==> config.mk <==
export PLATFORM = sky130hd
export DESIGN_NAME = imem_loader
export DESIGN_NICKNAME = d
export VERILOG_FILES = /design/src/rtl/imem_loader_pkg.sv /design/src/rtl/imem_loader_timeout.sv /design/src/rtl/imem_loader.sv
export SDC_FILE = /design/constraint.sdc
export NUM_CORES = 1
export LEC_CHECK = 0
export BUFFER_PORTS_ARGS = -buffer_cell sky130_fd_sc_hd__buf_2
export CAP_MARGIN = 5
export CORE_MARGIN = 4
export CORE_UTILIZATION = 54
export CTS_CLUSTER_SIZE = 30
export DETAILED_ROUTE_END_ITERATION = 10
export PLACE_DENSITY = 0.79
export SYNTH_ARGS = -nofsm -noshare
export SYNTH_HDL_FRONTEND = slang
export SYNTH_SLANG_ARGS = --single-unit
==> constraint.sdc <==
create_clock -name clk -period 2.4 [get_ports clk]
set_input_delay 0.72 -clock clk [delete_from_list [all_inputs] [get_ports clk]]
set_output_delay 0.72 -clock clk [all_outputs]
set_load 0.02 [all_outputs]
==> src/rtl/imem_loader_pkg.sv <==
// Shared definitions for the boot-time instruction-memory loader.
// INSTR_W is also the instruction-memory word width on the core side.
`timescale 1ns/1ps
package imem_loader_pkg;

    localparam int BYTES_PER_WORD = 4;
    localparam int INSTR_W        = 32;

    typedef enum logic [2:0] {
        S_IDLE  = 3'd0,
        S_HDR   = 3'd1,
        S_LOAD  = 3'd2,
        S_WRITE = 3'd3,
        S_DONE  = 3'd4,
        S_ERR   = 3'd5
    } state_e;

endpackage

==> src/rtl/imem_loader_timeout.sv <==
// Idle-cycle counter. The expired flag is held once the count reaches TIMEOUT-1.
`timescale 1ns/1ps
module loader_timeout #(
    parameter int TIMEOUT = 1024
) (
    input  logic clk,
    input  logic clr_n,
    input  logic i_clear,
    input  logic i_enable,
    output logic o_expired
);

    localparam int CNT_W = (TIMEOUT > 1) ? $clog2(TIMEOUT) : 1;
    localparam logic [CNT_W-1:0] LIMIT = CNT_W'(TIMEOUT - 1);

    logic [CNT_W-1:0] r_count;

    always_ff @(posedge clk or negedge clr_n) begin
        if (!clr_n) begin
            r_count <= '0;
        end else if (i_clear) begin
            r_count <= '0;
        end else if (i_enable && (r_count != LIMIT)) begin
            r_count <= r_count + 1'b1;
        end
    end

    assign o_expired = (r_count == LIMIT);

endmodule

==> src/rtl/imem_loader.sv <==
// Byte-stream program loader: assembles little-endian words, writes them to
// instruction memory and holds the core in reset until the program is complete.
`timescale 1ns/1ps
module imem_loader
    import imem_loader_pkg::*;
#(
    parameter int ADDR_W  = 4,
    parameter int DATA_W  = INSTR_W,
    parameter int TIMEOUT = 1024
) (
    input  logic              clk,
    input  logic              clr_n,
    input  logic              start,
    input  logic [7:0]        rx_data,
    input  logic              rx_valid,
    output logic              rx_ready,
    output logic              we,
    output logic [ADDR_W-1:0] waddr,
    output logic [DATA_W-1:0] wdata,
    output logic              cpu_rst_n,
    output logic              busy,
    output logic              done,
    output logic              err,
    output logic [ADDR_W:0]   words_loaded
);

    localparam int          IDX_W      = $clog2(BYTES_PER_WORD);
    localparam logic [IDX_W-1:0] LAST_BYTE = IDX_W'(BYTES_PER_WORD - 1);
    localparam logic [8:0]  MAX_WORDS  = 9'(2 ** ADDR_W);

    state_e            r_state;
    logic [7:0]        r_n;
    logic [IDX_W-1:0]  r_byte_idx;
    logic [ADDR_W-1:0] r_addr;
    logic [ADDR_W:0]   r_words;
    logic [DATA_W-1:0] r_wdata;

    logic       w_xfer;
    logic       w_expired;
    logic       w_in_rx;
    logic [8:0] w_words_inc;

    assign w_in_rx     = (r_state == S_HDR) || (r_state == S_LOAD);
    assign w_xfer      = rx_valid && w_in_rx;
    assign w_words_inc = 9'(r_words) + 9'd1;

    // Counter runs only while waiting for bytes; WRITE leaves it untouched.
    loader_timeout #(
        .TIMEOUT (TIMEOUT)
    ) u_timeout (
        .clk       (clk),
        .clr_n     (clr_n),
        .i_clear   (w_xfer || !(w_in_rx || (r_state == S_WRITE))),
        .i_enable  (w_in_rx && !w_xfer),
        .o_expired (w_expired)
    );

    always_ff @(posedge clk or negedge clr_n) begin
        if (!clr_n) begin
            r_state    <= S_IDLE;
            r_n        <= '0;
            r_byte_idx <= '0;
            r_addr     <= '0;
            r_words    <= '0;
            r_wdata    <= '0;
        end else begin
            case (r_state)
                S_IDLE, S_DONE, S_ERR: begin
                    if (start) begin
                        r_state    <= S_HDR;
                        r_addr     <= '0;
                        r_words    <= '0;
                        r_byte_idx <= '0;
                    end
                end
                S_HDR: begin
                    if (w_xfer) begin
                        if (rx_data == 8'd0) begin
                            r_state <= S_DONE;
                        end else if (9'(rx_data) > MAX_WORDS) begin
                            r_state <= S_ERR;
                        end else begin
                            r_n     <= rx_data;
                            r_state <= S_LOAD;
                        end
                    end else if (w_expired) begin
                        r_state <= S_ERR;
                    end
                end
                S_LOAD: begin
                    if (w_xfer) begin
                        // Shift right so the first byte ends up in the low lane.
                        r_wdata    <= {rx_data, r_wdata[DATA_W-1:8]};
                        r_byte_idx <= r_byte_idx + 1'b1;
                        if (r_byte_idx == LAST_BYTE) begin
                            r_state <= S_WRITE;
                        end
                    end else if (w_expired) begin
                        r_state <= S_ERR;
                    end
                end
                S_WRITE: begin
                    r_addr  <= r_addr + 1'b1;
                    r_words <= r_words + 1'b1;
                    r_state <= (w_words_inc == {1'b0, r_n}) ? S_DONE : S_LOAD;
                end
                default: r_state <= S_IDLE;
            endcase
        end
    end

    assign rx_ready     = w_in_rx;
    assign we           = (r_state == S_WRITE);
    assign waddr        = r_addr;
    assign wdata        = r_wdata;
    assign cpu_rst_n    = (r_state == S_DONE);
    assign busy         = w_in_rx || (r_state == S_WRITE);
    assign done         = (r_state == S_DONE);
    assign err          = (r_state == S_ERR);
    assign words_loaded = r_words;

endmodule

== Yosys cells after proc, flatten, opt, wreduce, memory -nomap -nowiden ==
Index checks and enable logic that the tools add are counted.
Cells by class
  add/subtract/negate cells: 5
  $mul: 0
  divide/modulo/power cells: 0
  magnitude comparators: 1
  equal/unequal tests: 12
  shifts and indexed selects: 0
  multiplexer cells: 18
  bitwise operators: 2
  reduce and logical (&&, ||, !) cells: 19
Operators by type and width (count)
  3-bit 2-to-1 mux: 8
  10-bit 2-to-1 mux: 2
  3-bit one-hot mux with 4 select lines: 1
  10-bit by 1-bit adder with 10-bit output (second input constant): 1
  10-bit equality test (second input constant): 1
  10-bit != test (second input constant): 1
  5-bit one-hot mux with 2 select lines: 1
  6-bit by 8-bit equality test with 1-bit output: 1
  8-bit by 5-bit > comparator with 1-bit output (second input constant): 1
  8-bit logical NOT: 1
  4-bit one-hot mux with 2 select lines: 1
  5-bit by 1-bit adder with 6-bit output (second input constant): 1
  3-bit by 2-bit equality test with 1-bit output (second input constant): 2
  3-bit equality test (second input constant): 2
  2-bit AND reduction: 3
  2-bit nonzero test: 3
  5-bit by 1-bit adder with 5-bit output (second input constant): 1
  5-bit 2-to-1 mux: 1
  4-bit by 1-bit adder with 4-bit output (second input constant): 1
  2-bit 2-to-1 mux: 2
  4-bit 2-to-1 mux: 1
  2-bit != test (second input constant): 2
  2-bit one-hot mux with 2 select lines: 1
  4-bit AND reduction: 1
  other kinds (11): 17
Word-level totals
  register bits: 64
  bits in latches: 0
  RAM bits: 0
  bits in read-only memories: 0
  bits of input ports: 12
  output and inout bits: 47
  word-level logic and storage cells: 64
  memories: 0

== Depth between registers and ports, before layout ==
Gate-level depths: netlist of run 1.
  depth after elaboration: 8
  gate-level depth with buffers: 8
  gate-level depth less buffers: 6

== Modules after synthesis ==
From an unflattened synthesis of run 1, not the netlist that was laid out.
Second synthesis, totals
  cell total of the unflattened synthesis: 251
  area total of the unflattened synthesis: 2980.4 um^2
By module, submodules not included
  imem_loader: instances 1, cells an instance 194, area an instance 2439.8 um^2, seq. area each 1351.3 um^2
  loader_timeout: instances 1, cells an instance 57, area an instance 540.5 um^2, seq. area each 250.2 um^2

== Least setup slack after synthesis of run 1 ==
Ideal clock, no wire load.
  kind: input -> register
  start point: input port rx_data[1]
  end point: register r_n[0]
  library setup time: 125 ps
  arrival time: 1943 ps
  required time: 2275 ps
  path slack: 332 ps
  stages on the path: 6
  path buffers: 1
  cells stage by stage: nor4_1 nand2b_1 nand3_1 or3_1 buf_2 mux2_2
Between the ends
  word-level cells in the longest chain between the ends: 3
  elaborated cells on any way between the ends: 5
  classes of those cells: order compare (1); bitwise (2); reduce/logical (2)
Ends and longest elaborated chain
  from (decl): RTL line imem_loader.sv:14  | input logic [7:0] rx_data,
  8-bit by 5-bit > comparator with 1-bit output or 8-bit logical NOT (tied branches): RTL line imem_loader.sv:80, imem_loader.sv:78
  1-bit NOT (no source line)
  4-bit AND reduction (no source line) (*)
  to (signal assigned): RTL line imem_loader.sv:83  | r_n <= rx_data;
  to (decl): RTL line imem_loader.sv:32  | logic [7:0] r_n;
Mark *: on every way between the ends. The rest lies on a longest branch, timed or not.
A chain may end at the register's enable or synchronous reset.

== Worst setup path in the final report of run 1 ==
  start point: register r_state[1]
  end point: output port we
Between the ends
  word-level cells in the longest chain between the ends: 1
Ends and longest elaborated chain
  from (decl): RTL line imem_loader.sv:31  | state_e r_state;
  from (signal assigned): RTL line imem_loader.sv:105  | r_state <= (w_words_inc == {1'b0, r_n}) ? S_DONE : S_LOAD;
  3-bit by 2-bit equality test with 1-bit output: RTL line imem_loader.sv:113  | assign we = (r_state == S_WRITE);
  to (decl): RTL line imem_loader.sv:17  | output logic we,
Every way passes these cells.

==> metrics.md, run 1 <==
| Metric | Value |
|---|---|
| Max cap viols | 0 |
| Vias | 2084 |
| Clk_lat worst skew | 0.34 ns |
| Clk slew on worst S/H paths | 0.07 ns |
| Die area | 6660 um^2 |
| Outcome | completed |
| FFs w/ async S/R, synth | 100% |
| Startpoint types | register |
| Ports | 59 |
| Share of cells above drive strength 1 | 39.2% |
| Slew Limit Fails | 0 |
| Relative slew slack | 62.2% |
| Grt met3 use | 6.47% |
| Worst Setup End Kind | output pin |
| Synth cell types | 43 |
| Final Total Pwr | 4.02 mW |
| CTS H-tree lvls | 3 |
| R2R depth | 5 |
| Placement Rows | 26 |
| N_diodes | 0 |
| RR Endpoint | u_timeout.r_count[9]$_DFFE_PN0P_ |
| Clk sinks | 64 |
| Hold Crit Class | input pin to async pin |
| First-pass GRT wire length | 9980 um |
| DP HPWL | 4200 um |
| Starting density of the core | 56.6% |
| Busiest layer in global routing | met2 |
| Core Area | 5170 um^2 |
| Endpoints failing hold | 0 |
| Initial antenna violation count | 0 |
| CP max stage delay | 0.46 ns |
| Actual slew at the worst max-slew pin | 0.567 ns |
| Most frequent cell after synthesis | dfrtp_1 |
| Final wirelength | 6040 um |
| Critical path's slowest cell | dfrtp_2 |
| # setup viols final | 0 |
| Gp weighted congestion | 0.836 |
| CP required | 1.68 ns |
| Worst path bufs/invs | 3 |
| Post-Synthesis Net Count | 260 |
| Crit path time final | 2.27 ns |
| # port buffers | 58 |
| Predominant post-synthesis flop cell | dfrtp_1 |
| Syn avg cell area | 12.0 um^2 |
| PD cells | 1140 nW/um^2 |
| Die width | 81.6 um |
| M1 GR Usage | 25.8% |
| First-pass DRT Iterations | 5 |
| Fillcell total | 373 |
| Clk_skew | 0.00879 ns |
| Peak Freq | 441 MHz |
| Synth area leader | dfrtp_1 |
| Pleak | 1.76 nW |
| DRC Markers | 0 |
| Wirelength per Cell | 15.7 um |
| Final design utilization | 68.4% |
| Deepest clock path buffer count | 2 |
| Max VDD drop | 0.000660 V |
| Share of the synthesized area in the top cell type | 54.7% |
| Worst Hold Slack | 0.365 ns |
| Worst R2R Start | r_state[0]$_DFFE_PN0P_ |
| Pin count of the biggest net entering global routing | 42 |
| RSZ-0062 raised after global routing | no |
| Final period utilization | 94.5% |
| Critical path, cell by cell | inv_1, or2_2, clkinv_1, buf_2 |
| Die height | 81.6 um |
| Synth Warn # | 0 |
| Setup CP Type | register to output pin |
| Layout area overhead | 20.9% |
| Met2 usage | 30.5% |
| CTS root buffer | clkbuf_8 |
| Grt total ovfl | 0 |
| Starting DRT DRC Count | 101 |
| Final nets | 325 |
| Hold-fix buffers, CTS | 0 |
| Worst path top cell family by delay | flip-flops |
| Post-Syn Instances | 244 |
| Seq/Total Area, Yosys | 54.7% |
| Top cells by area, synth | dfrtp_1 (55%), mux2_2 (15%), nand2_1 (2.9%) |
| Num CTS Buffers | 9 |
| Vias in the first global route | 2053 |
| TritonCTS clock tree | yes |
| EDFF count, synth | 0 |
| Crit path max fanout | 10 |
| Synth Register Bits | 64 |
| Leading cell types by count after synthesis | dfrtp_1 (64), mux2_2 (38), nand2_1 (23) |
| Total GRT Usage | 20.2% |
| FF-to-FF setup slack | 0.48 ns |
| CP arrival | 1.55 ns |
| Mapped cell area | 2930 um^2 |
| Via density | 5.43 |
| DRT antenna net count | 0 |
==> worst max path at each step <==
stage | start | endpoint | depth (start not counted)
detailed placement | rx_data[1] | r_n[1]$_DFFE_PN0P_ | 6
global route | r_state[1]$_DFFE_PN0P_ | we | 4
floorplan | rx_data[1] | r_n[0]$_DFFE_PN0P_ | 6
CTS | r_state[1]$_DFFE_PN0P_ | we | 4
global placement | rx_data[1] | r_n[3]$_DFFE_PN0P_ | 6
finish | r_state[1]$_DFFE_PN0P_ | we | 4
==> cells by family after synthesis <==
kind of cell               Yosys count  share of synthesized area (%)
xor gates and xnor gates            12                           3.59
AOI/OAI and AO/OA                   29                           6.80
buffers and inverters               12                           2.44
DFF                                 64                           54.7
adders and majority gates            4                           1.71
muxes                               42                           16.0
and+or+nand+nor                     81                           14.8
==> per-layer routing <==
metal / part of all wire [%] / wire, um
met5: 0 / 0
met1: 42 / 2560
met3: 5.5 / 332
met2: 49 / 2970
met4: 3.0 / 179
==> cells in the final DEF (no fill, tap or decap), drive strengths merged, types with 2 or more instances in the layout <==
cell and instances:
a21oi 4, xnor2 7, o21ai 10, nor2 16, nand3 9, a22o 3, nand2 23, nand2b 6
and2 6, clkbuf 12, nor3 4, nor4 6, bufinv 2, buf 63, ha 4, mux2i 4
mux2 38, and3 3, or2 2, inv 3, dfrtp 64, xor2 5
==> state kept, by name, indices dropped and copies added, names as in the netlist <==
register / flops
r_state: 3
u_timeout.r_count: 10
r_n: 8
words_loaded: 5
wdata: 32
waddr: 4
r_byte_idx: 2
==> worst register-to-register path: cells and delay by family, from the launching register on <==
kind | cells | cell delay (ns)
flops | 1 | 0.48
simple gates | 2 | 0.55
compound gates | 2 | 0.51
mux | 1 | 0.26
==> what timing repair did <==
action                     CTS  global route
hold endpoints to repair     0             0
setup endpoints to repair    0             1
buffers inserted             0             0
gates resized for setup      0             2
==> per-stage QoR <==
| stage | setup slack, ns | std cells | area (um^2) | TNS (ns) |
|---|---|---|---|---|
| finish | 0.131 | 384 | 3540 | 0 |
| global route | 0.0499 | 384 | 3540 | 0 |
| CTS | 0.00742 | 384 | 3540 | 0 |
| detailed placement | -0.00895 | 368 | 3310 | -0.0174 |
| global placement | 0.0545 | 368 | 3310 | 0 |
| floorplan | 0.332 | 244 | 2930 | 0 |
==> final cells by class <==
class,count,area (um^2),share of cell area [%]
Tap cell,70,87.6,2.48
Clock inverter,4,76.3,2.16
Sequential cell,64,1600,45.3
Timing Repair Buffer,63,353,9.97
Multi-Input combinational cell,168,1260,35.6
Clock buffer,12,145,4.10
Inverter,3,11.3,0.318
==> where the power goes <==
group	total, mW	internal, mW	switching (mW)
sequential	1.62	1.37	0.246
combinational	1.37	0.575	0.798
clock	1.03	0.618	0.412
(Power assumes the default switching activity.)
==> run 2: changes to the inputs <==
CAP_MARGIN = not set   (was 5)
CORE_UTILIZATION = 35   (was 54)
PLACE_DENSITY = not set   (was 0.79)
SYNTH_HIERARCHICAL = 1   (was not set)
==> run 2 against run 1 <==
Net effect:
- synthesized area rose by 1.8%
- power fell by 16%
- clock-buffer cell count fell by 2
- flip-flop and latch count did not move
- sequential share of layout area fell by 0.93 points
==> metrics.md, run 2 <==
| Metric | Value |
|---|---|
| Outcome | completed |
| Pleak | 1.78 nW |
| Post-Syn Instances | 251 |
| Worst path bufs/invs | 2 |
| DRT antenna net count | 0 |
| Actual slew at the worst max-slew pin | 0.501 ns |
| Peak Freq | 467 MHz |
| Worst path top cell family by delay | buffers and inverters |
| Syn avg cell area | 11.9 um^2 |
| # port buffers | 58 |
| Multi-input logic area | 1300 um^2 |
| Leading cell types by count after synthesis | dfrtp_1 (64), mux2_2 (34), nand2_1 (18) |
| Die height | 100 um |
| Synth Warn # | 6 |
| Starting density of the core | 36.1% |
| Hold-fix buffers, CTS | 0 |
| Total GRT Usage | 13.1% |
| Max VDD drop | 0.000540 V |
| Ports | 59 |
| First-pass GRT wire length | 10300 um |
| Net Sw Frac | 36.9% |
| Worst Hold Slack | 0.340 ns |
| Most common cell after layout, fill and taps aside | dfrtp_1 |
| Via density | 4.99 |
| N_diodes | 0 |
| Final nets | 334 |
| Clock share of power | 25.0% |
| Gp weighted congestion | 0.782 |
| EDFF count, synth | 0 |
| Grt total ovfl | 0 |
| Fillcell total | 814 |
| Final wirelength | 6090 um |
| CTS root buffer | clkbuf_8 |
| Vias | 2134 |
| # setup viols final | 0 |
| Commonest cells after routing, fill and taps aside | dfrtp_1 (64), buf_2 (58), mux2_2 (34), nand2_1 (18), o21ai_0 (15) |
| TritonCTS clock tree | yes |
| CP required | 1.68 ns |
| Synth area leader | dfrtp_1 |
| Setup TNS | 0 ns |
| Max cap viols | 0 |
| Register area | 1600 um^2 |
| Clk_skew | 0.00536 ns |
| Startpoint types | register |
| Crit path time final | 2.14 ns |
| Predominant post-synthesis flop cell | dfrtp_1 |
| First-pass DRT Iterations | 4 |
| Post-Synthesis Net Count | 267 |
| Share of cells above drive strength 1 | 38.7% |
| Synth cell types | 47 |
| Seq/Total Area, Yosys | 53.7% |
| DRC Markers | 0 |
| Flop pwr share | 42.9% |
| Gate power share | 32.1% |
| Synth Register Bits | 64 |
| Post-CTS setup buffer count | 0 |
| Max FFs per register | 32 |
| CP max stage delay | 0.39 ns |
| Initial antenna violation count | 0 |
| Slew Limit Fails | 0 |
| Endpoints failing hold | 0 |
| Most frequent cell after synthesis | dfrtp_1 |
| Pint | 2.12 mW |
| Wirelength per Cell | 14.2 um |
| Critical path, cell by cell | buf_4, nor3_1, buf_2 |
| Die area | 10100 um^2 |
| Die width | 100 um |
| Clk slew on worst S/H paths | 0.07 ns |
| Pin count of the biggest net entering global routing | 46 |
| Layout area overhead | 21.0% |
| Vias in the first global route | 2081 |
| Hold Crit Class | input pin to async pin |
| Mapped cell area | 2980 um^2 |
| Setup CP Type | register to output pin |
| Crit path max fanout | 10 |
| Starting DRT DRC Count | 73 |
| Final period utilization | 89.3% |
| CTS H-tree lvls | 3 |
| Clk sinks | 64 |
| PD cells | 932 nW/um^2 |
| Top cells by area, synth | dfrtp_1 (54%), mux2_2 (13%), o21ai_0 (2.5%) |
| Clk_lat worst skew | 0.34 ns |
| Post-CTS sizing | 0 |
| DP HPWL | 4330 um |
| FFs w/ async S/R, synth | 100% |
| Critical path's slowest cell | dfrtp_1 |
| Num CTS Buffers | 9 |
| Core Area | 8260 um^2 |
| Share of the synthesized area in the top cell type | 53.7% |
| CP arrival | 1.42 ns |
| Deepest clock path buffer count | 2 |
| Placement Rows | 33 |
| Relative slew slack | 66.6% |
| Switching power | 1.24 mW |
| Worst Setup End Kind | output pin |
| RSZ-0062 raised after global routing | no |
run 2: changes by cell type after synthesis, sizes merged, moves of 3 or more:
cell / before / now
nand2b: 6 / 2
o21ai: 10 / 15
nand2: 23 / 18
nor2b: 0 / 5
nor2: 16 / 13
nor4: 6 / 3
inv: 2 / 7
run 2: layout make-up:
type / count / share of cell area [%]
timing repair buffer: 65 / 10.2
clock inverter: 6 / 1.21
sequential: 64 / 44.4
inverter: 7 / 0.728
tap: 105 / 3.64
clock buffer: 10 / 3.82
multi-input combinational: 171 / 36.0
run 2: final timing paths:
| kind | slack [ns] | startpoint | depth (start not counted) | to |
|---|---|---|---|---|
| worst max-delay path | 0.26 | r_state[0]$_DFFE_PN0P_ | 3 | cpu_rst_n |
| worst min-delay path | 0.34 | clr_n | 1 | u_timeout/r_count[6]$_DFFE_PN0P_ |
| worst max register to register | 0.39 | r_state[2]$_DFFE_PN0P_ | 6 | u_timeout/r_count[7]$_DFFE_PN0P_ |
| worst min register to register | 0.50 | r_n[6]$_DFFE_PN0P_ | 1 | r_n[6]$_DFFE_PN0P_ |
| max in group asynchronous | 1.45 | clr_n | 2 | r_state[1]$_DFFE_PN0P_ |
| min in group clk | 0.50 | r_n[6]$_DFFE_PN0P_ | 1 | r_n[6]$_DFFE_PN0P_ |
run 2: worst register-to-register path, cell delays in order (launching register included):
cell     delay [ns]
dfrtp_1        0.43
inv_2          0.15
and2_1         0.20
nor2b_1        0.33
o31ai_4        0.19
or4_1          0.49
a21oi_1        0.14
run 2: power groups by stage:
stage | Clock [mW] | Combinational (mW) | Sequential, mW
after floorplan | 0 | 0.565 | 1.59
after global placement | 0 | 1.08 | 1.46
after detailed placement | 0 | 1.09 | 1.47
after CTS | 0.869 | 1.10 | 1.45
after global routing | 0.932 | 1.18 | 1.48
final | 0.840 | 1.08 | 1.44
run 2: cell families (layout without fill, tap and decap cells):
kind of cell	after synthesis	after routing	share of synthesized area (%)
flip-flops	64	64	53.7
adder cells (fa/ha/maj)	4	4	1.68
buffers and inverters	16	88	2.69
AO/OA/AOI/OAI	37	37	8.52
AND/OR/NAND/NOR	77	77	14.0
XOR/XNOR	12	12	3.99
multiplexers	41	41	15.4
run 2: routing by layer:
| layer | GRT usage, % | vias to the layer above | routed length [um] |
|---|---|---|---|
| li1 | - | 1035 | - |
| met3 | 5.91 | 6 | 385 |
| met2 | 19.4 | 47 | 2730 |
| met5 | 0 | - | 0 |
| met1 | 17.3 | 1046 | 2890 |
| met4 | 4.04 | 0 | 84 |
run 2: per-stage QoR:
step | instance area [um^2] | setup slack (ns) | util, % | std cells | total power [mW]
detailed placement | 3430 | 0.273 | 41.5 | 412 | 2.56
floorplan | 2980 | 0.236 | - | 251 | 2.16
finish | 3610 | 0.258 | 43.7 | 428 | 3.36
CTS | 3610 | 0.227 | 43.7 | 428 | 3.42
global route | 3610 | 0.152 | 43.7 | 428 | 3.59
global placement | 3430 | 0.337 | 41.5 | 412 | 2.55
==> run 3: changes to the inputs <==
GPL_TIMING_DRIVEN = 0   (was not set)
==> run 3 against run 2 <==
Net effect:
- worst hold slack improved by 0.11 ns
- register-to-register slack got worse by 0.14 ns
- sequential share of layout area increased by 0.17 points
- non-clock buffer count increased by 2
- critical path type unchanged
- critical endpoint is now rx_ready
- largest power group unchanged
- highest routed layer unchanged
==> metrics.md, run 3 (same netlist as run 2, synthesis figures left out) <==
| Metric | Value |
|---|---|
| Deepest clock path buffer count | 2 |
| DRC Markers | 0 |
| First-pass DRT Iterations | 4 |
| Die area | 10100 um^2 |
| Initial antenna violation count | 0 |
| # setup viols final | 0 |
| FF-to-FF setup slack | 0.25 ns |
| Dpl ws | 0.156 ns |
| Final nets | 336 |
| DRT antenna net count | 0 |
| Top cell by count, worst path | buf_2 |
| Post-DP Area | 3400 um^2 |
| Ports | 59 |
| Starting density of the core | 36.1% |
| Max FFs per register | 32 |
| Max cap viols | 0 |
| Final WS setup | 0.155 ns |
| CP max stage delay | 0.39 ns |
| Placement Rows | 33 |
| Final non-filler cell total | 430 |
| Num CTS Buffers | 9 |
| Clk_skew | 0.0101 ns |
| Slew Limit Fails | 0 |
| Share of cells above drive strength 1 | 39.1% |
| Total GRT Usage | 13.1% |
| RR Endpoint | u_timeout/r_count[7]$_DFFE_PN0P_ |
| Pin count of the biggest net entering global routing | 65 |
| Pleak | 1.78 nW |
| Startpoint types | register |
| Actual slew at the worst max-slew pin | 0.798 ns |
| Post-CTS sizing | 0 |
| Commonest cells after routing, fill and taps aside | dfrtp_1 (64), buf_2 (61), mux2_2 (34), nand2_1 (18), o21ai_0 (15) |
| Vias | 2147 |
| Starting DRT DRC Count | 84 |
| Final period utilization | 93.5% |
| Hold-fix buffers, CTS | 0 |
| Via density | 4.99 |
| Final wirelength | 6140 um |
| Clk slew on worst S/H paths | 0.07 ns |
| Die height | 100 um |
| Max VDD drop | 0.000566 V |
| R2R depth | 7 |
| CTS H-tree lvls | 3 |
| Critical path, cell by cell | buf_2, xor2_1, and2_1, buf_2 |
| Clk sinks | 64 |
| Worst path bufs/invs | 2 |
| Placed cells | 414 |
| Gp weighted congestion | 0.782 |
| Setup CP Type | register to output pin |
| N_diodes | 0 |
| Critical path's slowest cell | dfrtp_1 |
| Endpoints failing hold | 0 |
| Final Instance Area | 3590 um^2 |
| Worst Setup End Kind | output pin |
| Vias in the first global route | 2130 |
| Clk_lat worst skew | 0.34 ns |
| Post-CTS setup buffer count | 0 |
| Hold Crit Class | input pin to async pin |
| RSZ-0062 raised after global routing | no |
| # port buffers | 58 |
| Core Area | 8260 um^2 |
| Grt total ovfl | 0 |
| Most common cell after layout, fill and taps aside | dfrtp_1 |
| CTS root buffer | clkbuf_8 |
| Setup TNS | 0 ns |
| Worst R2R Start | r_state[1]$_DFFE_PN0P_ |
| DP HPWL | 4430 um |
| TritonCTS clock tree | yes |
| PD cells | 931 nW/um^2 |
| Crit path max fanout | 10 |
| Relative slew slack | 46.8% |
| CP required | 1.68 ns |
| Peak Freq | 446 MHz |
| Fillcell total | 833 |
| Outcome | completed |
| Worst path top cell family by delay | buffers and inverters |
| Layout area overhead | 20.6% |
| CP arrival | 1.52 ns |
| Wirelength per Cell | 14.3 um |
| First-pass GRT wire length | 10400 um |
| Die width | 100 um |
| Crit path time final | 2.24 ns |
run 3: changes by cell type in the layout (fill, tap and decap cells not counted), sizes merged:
cell	previous run	this run
buf	65	66
clkbuf	10	12
clkinv	4	3
clkinvlp	1	0
inv	8	9
run 3: worst max path at each step:
stage | cells past startpoint | to | start | slack (ns)
floorplan | 7 | u_timeout/r_count[7]$_DFFE_PN0P_ | r_state[1]$_DFFE_PN0P_ | 0.24
global placement | 7 | u_timeout/r_count[7]$_DFFE_PN0P_ | r_state[1]$_DFFE_PN0P_ | 0.16
detailed placement | 7 | u_timeout/r_count[7]$_DFFE_PN0P_ | r_state[1]$_DFFE_PN0P_ | 0.16
CTS | 4 | we | r_state[0]$_DFFE_PN0P_ | 0.01
global route | 4 | rx_ready | r_state[1]$_DFFE_PN0P_ | 0.03
finish | 4 | rx_ready | r_state[1]$_DFFE_PN0P_ | 0.16
run 3: where the power goes:
group          switching [mW]  leakage, nW  total [mW]  internal (mW)
sequential              0.164        0.869        1.44           1.28
clock                   0.432       0.0943       0.845          0.412
combinational           0.638        0.819        1.06          0.423
run 3: per-layer routing:
metal | vias to the layer above | routed length [um] | global-route usage (%)
li1 | 1039 | - | -
met1 | 1046 | 2760 | 16.8
met2 | 55 | 2870 | 20.0
met3 | 7 | 418 | 4.93
met4 | 0 | 85 | 5.60
met5 | - | 0 | 0
run 3: worst register-to-register path, delay by kind of cell, from the launching register on:
kind	cells	cell delay [ns]
buffers and inverters	1	0.23
flip-flops	1	0.39
XOR/XNOR	1	0.19
AO/OA/AOI/OAI	2	0.31
AND/OR/NAND/NOR	3	0.94
run 3: stage by stage:
step                util, %  hold WS [ns]  power, mW
floorplan                 -         0.424       2.16
global placement       41.2         0.470       2.51
detailed placement     41.2         0.477       2.53
CTS                    43.4         0.493       3.40
global route           43.5         0.503       3.57
finish                 43.5         0.452       3.35
run 3: final cells by class:
| cell class | instances | area (um^2) | share of cell area (%) |
|---|---|---|---|
| Timing Repair Buffer | 58 | 293 | 8.15 |
| Inverter | 7 | 26.3 | 0.731 |
| Buffer | 9 | 53.8 | 1.50 |
| Sequential cell | 64 | 1600 | 44.6 |
| Clock buffer | 11 | 141 | 3.93 |
| Tap cell | 105 | 131 | 3.66 |
| Clock inverter | 5 | 40.0 | 1.11 |
| Multi-Input combinational cell | 171 | 1310 | 36.4 |
